**config.mk**
```make
export PLATFORM = sky130hd
export DESIGN_NAME = next_pc_unit
export DESIGN_NICKNAME = d
export VERILOG_FILES = /design/src/rtl/cpu_pkg.sv /design/src/rtl/branch_history_table.sv /design/src/rtl/next_pc_unit.sv
export SDC_FILE = /design/constraint.sdc
export NUM_CORES = 1
export LEC_CHECK = 0
export CORE_UTILIZATION = 33
export DETAILED_ROUTE_END_ITERATION = 10
export PLACE_DENSITY = 0.75
export SLEW_MARGIN = 10
export SYNTH_ARGS = -nofsm -noshare
export SYNTH_HDL_FRONTEND = slang
export SYNTH_SLANG_ARGS = --single-unit
```
**constraint.sdc**
```tcl
create_clock -name clk -period 1.9 [get_ports clk]
set_input_delay 0.38 -clock clk [delete_from_list [all_inputs] [get_ports clk]]
set_output_delay 0.38 -clock clk [all_outputs]
set_load 0.1 [all_outputs]
```
**src/rtl/cpu_pkg.sv**
```systemverilog
// -----------------------------------------------------------------------------
// cpu_pkg
// Shared definitions for the fetch-address generator:
//   - ex_pc_src encodings driven by the EX stage
//   - 2-bit prediction counter reset value and saturating update
//   - instruction step (bytes between sequential fetches)
//   - small decode helpers for conditional branches
// -----------------------------------------------------------------------------
package cpu_pkg;

  // ex_pc_src encodings
  localparam logic [2:0] PCSRC_SEQ  = 3'b000;
  localparam logic [2:0] PCSRC_BLT  = 3'b001;
  localparam logic [2:0] PCSRC_BGE  = 3'b010;
  localparam logic [2:0] PCSRC_BEQ  = 3'b011;
  localparam logic [2:0] PCSRC_BNE  = 3'b100;
  localparam logic [2:0] PCSRC_JAL  = 3'b101;
  localparam logic [2:0] PCSRC_JALR = 3'b110;
  localparam logic [2:0] PCSRC_RSVD = 3'b111;  // behaves exactly like PCSRC_SEQ

  // Counter value after reset: weakly not-taken
  localparam logic [1:0] CNT_WNT = 2'b01;

  // Byte distance between consecutive instructions
  localparam int unsigned INSN_STEP = 4;

  // Saturating 2-bit counter update: count up on taken, down on not-taken,
  // sticking at 2'b11 and 2'b00 respectively.
  function automatic logic [1:0] cnt_update(input logic [1:0] cnt,
                                            input logic       taken);
    logic [1:0] res;
    res = cnt;
    if (taken) begin
      if (cnt != 2'b11) begin
        res = cnt + 2'b01;
      end else begin
        res = cnt;
      end
    end else begin
      if (cnt != 2'b00) begin
        res = cnt - 2'b01;
      end else begin
        res = cnt;
      end
    end
    return res;
  endfunction

  // True for the four conditional-branch encodings
  function automatic logic is_cond_branch(input logic [2:0] src);
    logic res;
    case (src)
      PCSRC_BLT, PCSRC_BGE, PCSRC_BEQ, PCSRC_BNE: res = 1'b1;
      default:                                   res = 1'b0;
    endcase
    return res;
  endfunction

  // Actual branch outcome from the ALU flags; 0 for anything that is not a
  // conditional branch.
  function automatic logic branch_outcome(input logic [2:0] src,
                                          input logic       zero,
                                          input logic       less);
    logic res;
    case (src)
      PCSRC_BLT: res = less;
      PCSRC_BGE: res = ~less;
      PCSRC_BEQ: res = zero;
      PCSRC_BNE: res = ~zero;
      default:   res = 1'b0;
    endcase
    return res;
  endfunction

endpackage

```
**src/rtl/branch_history_table.sv**
```systemverilog
// -----------------------------------------------------------------------------
// branch_history_table
// Table of BHT_DEPTH 2-bit saturating prediction counters.
// One asynchronous read port (fetch index) and one write port (EX index).
// A read and a write to the same index in one cycle return the old value;
// the new value is visible from the next cycle.
//
// Ports:
//   clk       in   clock, rising edge
//   rst       in   synchronous active-high reset; all counters -> CNT_WNT
//   rd_idx    in   fetch-side counter index
//   rd_taken  out  MSB of the addressed counter (predict taken)
//   wr_en     in   update the counter at wr_idx this edge
//   wr_idx    in   EX-side counter index
//   wr_taken  in   resolved direction used for the update
// -----------------------------------------------------------------------------
module branch_history_table
  import cpu_pkg::*;
#(
  parameter int unsigned BHT_DEPTH = 64
) (
  input  logic                         clk,
  input  logic                         rst,
  input  logic [$clog2(BHT_DEPTH)-1:0] rd_idx,
  output logic                         rd_taken,
  input  logic                         wr_en,
  input  logic [$clog2(BHT_DEPTH)-1:0] wr_idx,
  input  logic                         wr_taken
);

  logic [1:0] counters [BHT_DEPTH];

  // Counter storage: reset to weakly not-taken, otherwise saturating update
  always_ff @(posedge clk) begin
    if (rst) begin
      for (int i = 0; i < int'(BHT_DEPTH); i++) begin
        counters[i] <= CNT_WNT;
      end
    end else if (wr_en) begin
      counters[wr_idx] <= cnt_update(counters[wr_idx], wr_taken);
    end
  end

  // Prediction is the counter MSB; read is pre-update (no write bypass)
  assign rd_taken = counters[rd_idx][1];

endmodule

```
**src/rtl/next_pc_unit.sv**
```systemverilog
// -----------------------------------------------------------------------------
// next_pc_unit
// Fetch-address generator for the IF stage. Owns the PC register, predicts
// conditional branches at fetch (optional counter table), and resolves
// branches/jumps arriving from EX, redirecting the PC and raising flush on a
// mispredict or jump.
//
// Configuration macro: BRANCH_PREDICT_EN
//   defined   - branch_history_table is instantiated; fetch predicts taken
//               branches and EX compares against ex_pred_taken.
//   undefined - no counter storage, pred_taken is 0, ex_pred_taken ignored,
//               so every taken conditional branch redirects.
//
// Ports:
//   clk             in   clock, rising edge
//   rst             in   synchronous active-high reset (pc <- RESET_PC)
//   stall           in   hold the fetch PC (flush wins over stall)
//   pc              out  current fetch address (registered)
//   if_br           in   instruction at pc is a conditional branch
//   if_offset       in   sign-extended B-type offset of that instruction
//   pred_taken      out  fetch-time prediction for pc (combinational)
//   ex_valid        in   EX holds a real instruction
//   ex_pc_src       in   EX control-flow kind (see cpu_pkg PCSRC_*)
//   ex_pc           in   PC of the EX instruction
//   ex_offset_addr  in   branch / jal target
//   ex_result       in   ALU result, jalr target
//   ex_zero         in   ALU zero flag
//   ex_less         in   ALU less-than flag
//   ex_pred_taken   in   prediction carried with the EX instruction
//   flush           out  redirect this cycle; IF/ID squash (combinational)
// -----------------------------------------------------------------------------
module next_pc_unit
  import cpu_pkg::*;
#(
  parameter int unsigned     XLEN      = 32,
  parameter int unsigned     BHT_DEPTH = 64,
  parameter logic [XLEN-1:0] RESET_PC  = 32'h0000_0000
) (
  input  logic            clk,
  input  logic            rst,
  input  logic            stall,
  output logic [XLEN-1:0] pc,
  input  logic            if_br,
  input  logic [XLEN-1:0] if_offset,
  output logic            pred_taken,
  input  logic            ex_valid,
  input  logic [2:0]      ex_pc_src,
  input  logic [XLEN-1:0] ex_pc,
  input  logic [XLEN-1:0] ex_offset_addr,
  input  logic [XLEN-1:0] ex_result,
  input  logic            ex_zero,
  input  logic            ex_less,
  input  logic            ex_pred_taken,
  output logic            flush
);

  localparam int unsigned     IDX_W      = $clog2(BHT_DEPTH);
  localparam logic [XLEN-1:0] STEP       = XLEN'(INSN_STEP);
  // jalr targets always have bit 0 cleared
  localparam logic [XLEN-1:0] JALR_MASK  = ~(XLEN'(1'b1));

  logic            ex_cond;      // valid conditional branch in EX
  logic            ex_taken;     // its actual direction
  logic            ex_jal;
  logic            ex_jalr;
  logic            ex_pred_eff;  // prediction EX compares against
  logic            mispredict;
  logic [XLEN-1:0] ex_seq_pc;
  logic [XLEN-1:0] redirect_target;
  logic [XLEN-1:0] pc_next;

  // ---------------------------------------------------------------------------
  // Prediction storage (optional)
  // ---------------------------------------------------------------------------
`ifdef BRANCH_PREDICT_EN
  logic [IDX_W-1:0] fetch_idx;
  logic [IDX_W-1:0] ex_idx;
  logic             bht_taken;

  // idx(a) = a[log2(BHT_DEPTH)+1:2]; the low two bits are always 0
  assign fetch_idx = pc[IDX_W+1:2];
  assign ex_idx    = ex_pc[IDX_W+1:2];

  branch_history_table #(
    .BHT_DEPTH (BHT_DEPTH)
  ) u_bht (
    .clk      (clk),
    .rst      (rst),
    .rd_idx   (fetch_idx),
    .rd_taken (bht_taken),
    .wr_en    (ex_cond),
    .wr_idx   (ex_idx),
    .wr_taken (ex_taken)
  );

  // Gated by rst so the output is defined before the counters are loaded
  assign pred_taken  = ~rst & if_br & bht_taken;
  assign ex_pred_eff = ex_pred_taken;
`else
  // Prediction inputs have no consumer without the counter table
  logic unused_predict_inputs;
  assign unused_predict_inputs = ^{if_br, ex_pred_taken};

  assign pred_taken  = 1'b0;
  assign ex_pred_eff = 1'b0;
`endif

  // ---------------------------------------------------------------------------
  // EX resolution
  // ---------------------------------------------------------------------------

  // Decode the EX instruction and decide whether fetch must be redirected
  always_comb begin
    ex_cond    = ex_valid & is_cond_branch(ex_pc_src);
    ex_taken   = branch_outcome(ex_pc_src, ex_zero, ex_less);
    ex_jal     = ex_valid & (ex_pc_src == PCSRC_JAL);
    ex_jalr    = ex_valid & (ex_pc_src == PCSRC_JALR);
    mispredict = ex_cond & (ex_taken != ex_pred_eff);
    flush      = mispredict | ex_jal | ex_jalr;
  end

  assign ex_seq_pc = ex_pc + STEP;

  // Redirect address; only meaningful while flush is high
  always_comb begin
    redirect_target = ex_seq_pc;
    if (ex_jalr) begin
      redirect_target = ex_result & JALR_MASK;
    end else if (ex_jal) begin
      redirect_target = ex_offset_addr;
    end else if (ex_taken) begin
      // mispredicted as not-taken
      redirect_target = ex_offset_addr;
    end else begin
      // mispredicted as taken: resume after the branch
      redirect_target = ex_seq_pc;
    end
  end

  // ---------------------------------------------------------------------------
  // PC register
  // ---------------------------------------------------------------------------

  // Next-PC priority below rst: redirect, stall hold, predicted target, step
  always_comb begin
    pc_next = pc + STEP;
    if (flush) begin
      pc_next = redirect_target;
    end else if (stall) begin
      pc_next = pc;
    end else if (pred_taken) begin
      pc_next = pc + if_offset;
    end else begin
      pc_next = pc + STEP;
    end
  end

  // Fetch PC; reset discards any redirect pending in the same cycle
  always_ff @(posedge clk) begin
    if (rst) begin
      pc <= RESET_PC;
    end else begin
      pc <= pc_next;
    end
  end

endmodule

```
* Word-level counts from Yosys, hierarchy flattened *
Cells that the tools add are included.

storage, ports and cells
  bits in registers = 32
  bits of input ports = 139
  output and inout port bits = 34
  logic and storage cells = 26

cells by class
  add/sub/neg operators = 2
  equality and inequality tests = 7
  muxes and demuxes = 7
  bitwise logic cells = 8
  reduce and logical (&&, ||, !) cells = 1

operators with widths
  operator                                                                 number
  32-bit two-way mux                                                       5
  32-bit by 3-bit adder with 32-bit output, second input constant          2
  3-bit == test, second input constant                                     3
  3-bit by 2-bit == test with 1-bit output, second input constant          2
  1-bit AND                                                                4
  1-bit case mux with 4 select lines                                       1
  4-bit OR reduction                                                       1
  3-bit by 1-bit == test with 1-bit output, second input constant          1
  2-bit by 1-bit inequality test with 1-bit output, second input constant  1
  1-bit NOT                                                                2
  1-bit bitwise OR                                                         2
  1-bit two-way mux                                                        1

* Depth between registers and ports, before layout *
  depth after elaboration = 8
  gate-level depth with buffers = 8
  mapped depth without buffers = 7

* Worst setup path before layout *
OpenSTA, ideal clock, no wires.

  path type = register -> register
  start point = register pc[2]
  end point = register pc[10]
  library setup time = 95 ps
  arrival = 2468 ps
  data required time = 1805 ps
  path slack = -663 ps
  cell stages (with the launch flop) = 8
  path buffers = 1
  period minus slack after synthesis = 2563 ps
  cell sequence = dfxtp_1 -> ha_1 -> nor2b_1 -> nor2b_1 -> clkbuf_1 -> nand4_1 -> xor2_1 -> a221oi_1

between the ends
  cells in the longest elaborated chain, start to end = 3

ends and longest elaborated chain
  element                                   RTL line             source
  from (decl)                               next_pc_unit.sv:42   output logic [XLEN-1:0] pc,
  from (signal assigned)                    next_pc_unit.sv:163  pc <= pc_next;
  32-bit by 3-bit adder with 32-bit output  next_pc_unit.sv:154  pc_next = pc + STEP;
  32-bit two-way mux                        next_pc_unit.sv:149  end else if (stall) begin
  32-bit two-way mux                        next_pc_unit.sv:147  if (flush) begin

No other way between the ends. The select of a mux whose other input is x is not followed.
A chain may end at the register's enable or synchronous reset.

* Worst setup path in the final report *
  start point = input port ex_pc[3]
  end point = register pc[22]

between the ends
  cells in the longest elaborated chain, start to end = 5

ends and longest elaborated chain
  element                                   RTL line             source
  from (decl)                               next_pc_unit.sv:48   input logic [XLEN-1:0] ex_pc,
  32-bit by 3-bit adder with 32-bit output  next_pc_unit.sv:122  assign ex_seq_pc = ex_pc + STEP;
  32-bit two-way mux                        next_pc_unit.sv:131  end else if (ex_taken) begin
  32-bit two-way mux                        next_pc_unit.sv:129  end else if (ex_jal) begin
  32-bit two-way mux                        next_pc_unit.sv:127  if (ex_jalr) begin
  32-bit two-way mux                        next_pc_unit.sv:147

No other way between the ends.

==> metrics.cfg <==
[final_layout]
fill_cells=617
top_register=pc
top_regs=pc (32)
fin_area_um2=5070
antennaDiodeCount=0
instances_no_fill=613
nets=651
layout-drive-gt1-share=0.356
layout_commonest_cell=clkdlybuf4s50_1
utilization=0.660
largest_reg_flops=32
layout.cells.most_common_list=91 x clkdlybuf4s50_1, 68 x buf_4, 30 x buf_12, 24 x nand2_1, 21 x xnor2_1
area_delta_synth_final_pct=94.6

[synthesis]
syn_inst=326
syn_area_um2=2610
ys.flop_type=dfxtp_1
syn_avg_cell_area_um2=7.99
yosysWarnings=0
synth_nets=467
synth_cell_types=60
seq_area_frac_synth=0.246
async_flop_share=0
synth_seq_cells=32
synth_edf_count=0

[sta]
holdWs_ns=0.475
rsz0062_at_grt=true
hold_viol=0
report.final.slew_viol_count=0
post-route-period-util=0.992
finalSetupViolCount=0
period_minus_slack_ns=1.88
skew_ns=0.00853
fmax_ghz=0.531
setup_ws_ns=0.0160

[clock_network]
cts_buffers=5
insertion_delay_ns=0.29
postCtsHoldBufs=0
cts_tree=yes
clock-root-buffer=clkbuf_8
cts_sinks=32
htreeDepth=2
clk_path_buf_depth=2
clkSlewWorstSetupHoldPaths_ns=0.07

[drt]
post-route-drc-count=0
vias_per_cell=5.46
drtIter0Drc=212
wl_per_cell_um=17.1
ant_nets=0
finalWirelength_um=10500
dr.pass1.iters=6
vias=3346

[run]
maxCapViolations=0

[worst_hold_path]
hold_class=reg2reg

[power]
vdd_ir_drop_max_uv=433
p_leak_nw=1.95
p_per_area_nw_per_um2=580

[floorplan]
fp.dieArea_um2=8260
core_area_um2=7690
ios=173
die_w_um=90.9
fp-row-count=32
start_util=0.339
fp.dieH_um=90.9

[placed_design]
placed_cell_area_um2=4770
dp_cells=599
place_ws_ns=-0.606
io_buffers=136
place_congestion=0.935
place_hpwl_um=7820

[grt]
gr-usage-all-layers=0.246
grt.met2_usage=0.444
top_usage_layer=met2
overflow=0
grt_use_met1=0.278
grt_max_degree=25
antenna_found_initial=0
grt_pass1_vias=3368
grt_pass1_wl_um=16100
met3_usage=0.0412

[setup_path]
cp-start-kind=input port
critPathMaxFanout=3
cp-end-kind=flop
worst_ep_arrival_time_ns=2.08
crit_required_ns=2.09
rrSetupSlack_ns=0.10
critPathKind=in2reg

[run_status]
status=completed

-- cell usage after synthesis (3+ instances only) --
| library cell | count | area (um2) |
|---|---|---|
| dfxtp_1 | 32 | 641 |
| nand2_1 | 26 | 97.6 |
| xnor2_1 | 21 | 184 |
| nor2_1 | 20 | 75.1 |
| xor2_1 | 20 | 175 |
| a21oi_1 | 18 | 90.1 |
| a221oi_1 | 18 | 158 |
| nand3_1 | 14 | 70.1 |
| nand4_1 | 14 | 87.6 |
| a211oi_1 | 13 | 97.6 |
| clkbuf_1 | 11 | 41.3 |
| nor3_1 | 9 | 45.0 |
| o21ai_0 | 9 | 45.0 |
| and3_1 | 7 | 43.8 |
| buf_2 | 7 | 35.0 |
| nor2b_1 | 7 | 43.8 |
| o211ai_1 | 6 | 45.0 |
| a21o_1 | 5 | 37.5 |
| buf_6 | 4 | 45.0 |
| inv_1 | 4 | 15.0 |
| a211oi_2 | 3 | 37.5 |
| a221oi_2 | 3 | 45.0 |
| and4_1 | 3 | 26.3 |
| mux2_2 | 3 | 33.8 |
| nand2b_1 | 3 | 18.8 |
| o21a_1 | 3 | 22.5 |
| or3_1 | 3 | 18.8 |
-- worst max-delay path, cell delays in order --
cell	delay, ns
clkdlybuf4s50_1	0.52
ha_2	0.24
nand3_4	0.11
nor2_4	0.12
nand4_1	0.13
xor2_1	0.16
a21o_1	0.19
a221oi_2	0.24
-- cell type report --
class | instances | area (um2) | area share
repair buffers | 201 | 2150 | 0.425
multi-input cells | 265 | 1960 | 0.386
flip-flops and latches | 32 | 698 | 0.138
well taps | 102 | 128 | 0.0252
clock buffers | 7 | 108 | 0.0212
inverters | 5 | 22.5 | 0.00444
clock inverters | 1 | 3.75 | 0.000740
-- cells by family after synthesis --
logic type | count (synthesis) | synth area share
simple gates | 125 | 0.266
other cells | 1 | 0.00144
flops | 32 | 0.246
xor+xnor | 41 | 0.138
mux | 4 | 0.0168
buf+inv | 30 | 0.0610
compound gates | 91 | 0.261
fa+ha+maj | 2 | 0.00960
-- report_power, final --
part | internal [W] | switching (W) | total, W
Sequential | 0.000742 | 0.000108 | 0.000850
Clock | 0.000370 | 0.000276 | 0.000646
Combinational | 0.000642 | 0.000804 | 0.00145
Total | 0.00175 | 0.00119 | 0.00294
-- timing repair --
action	4_1_cts	5_1_grt
pin swaps	5	7
endpoints found under the setup margin	33	18
buffers inserted	3	2
gates resized for setup	27	25
cloned	1	0
-- per-layer routing --
layer / part of all wire / up-vias
li1: - / 1584
met1: 0.39 / 1592
met2: 0.52 / 142
met3: 0.059 / 28
met4: 0.033 / 0
met5: 0 / -
-- metrics by stage --
stage	total power, W	setup TNS, ns
after CTS	0.00293	0
after global routing	0.00305	-0.161
after global placement	0.00224	-12.78
after floorplan	0.00161	0
after detailed placement	0.00226	-16.40
final	0.00294	0
-- final timing paths --
kind                 startpoint                   to  cells after the start
max                    ex_pc[3]  pc[22]$_SDFFE_PP0P_                      8
min          pc[0]$_SDFFE_PP0P_   pc[0]$_SDFFE_PP0P_                      2
max reg2reg  pc[7]$_SDFFE_PP0P_  pc[31]$_SDFFE_PP0P_                      7
min reg2reg  pc[0]$_SDFFE_PP0P_   pc[0]$_SDFFE_PP0P_                      2
Note: power is estimated with default switching activity, not from simulation.
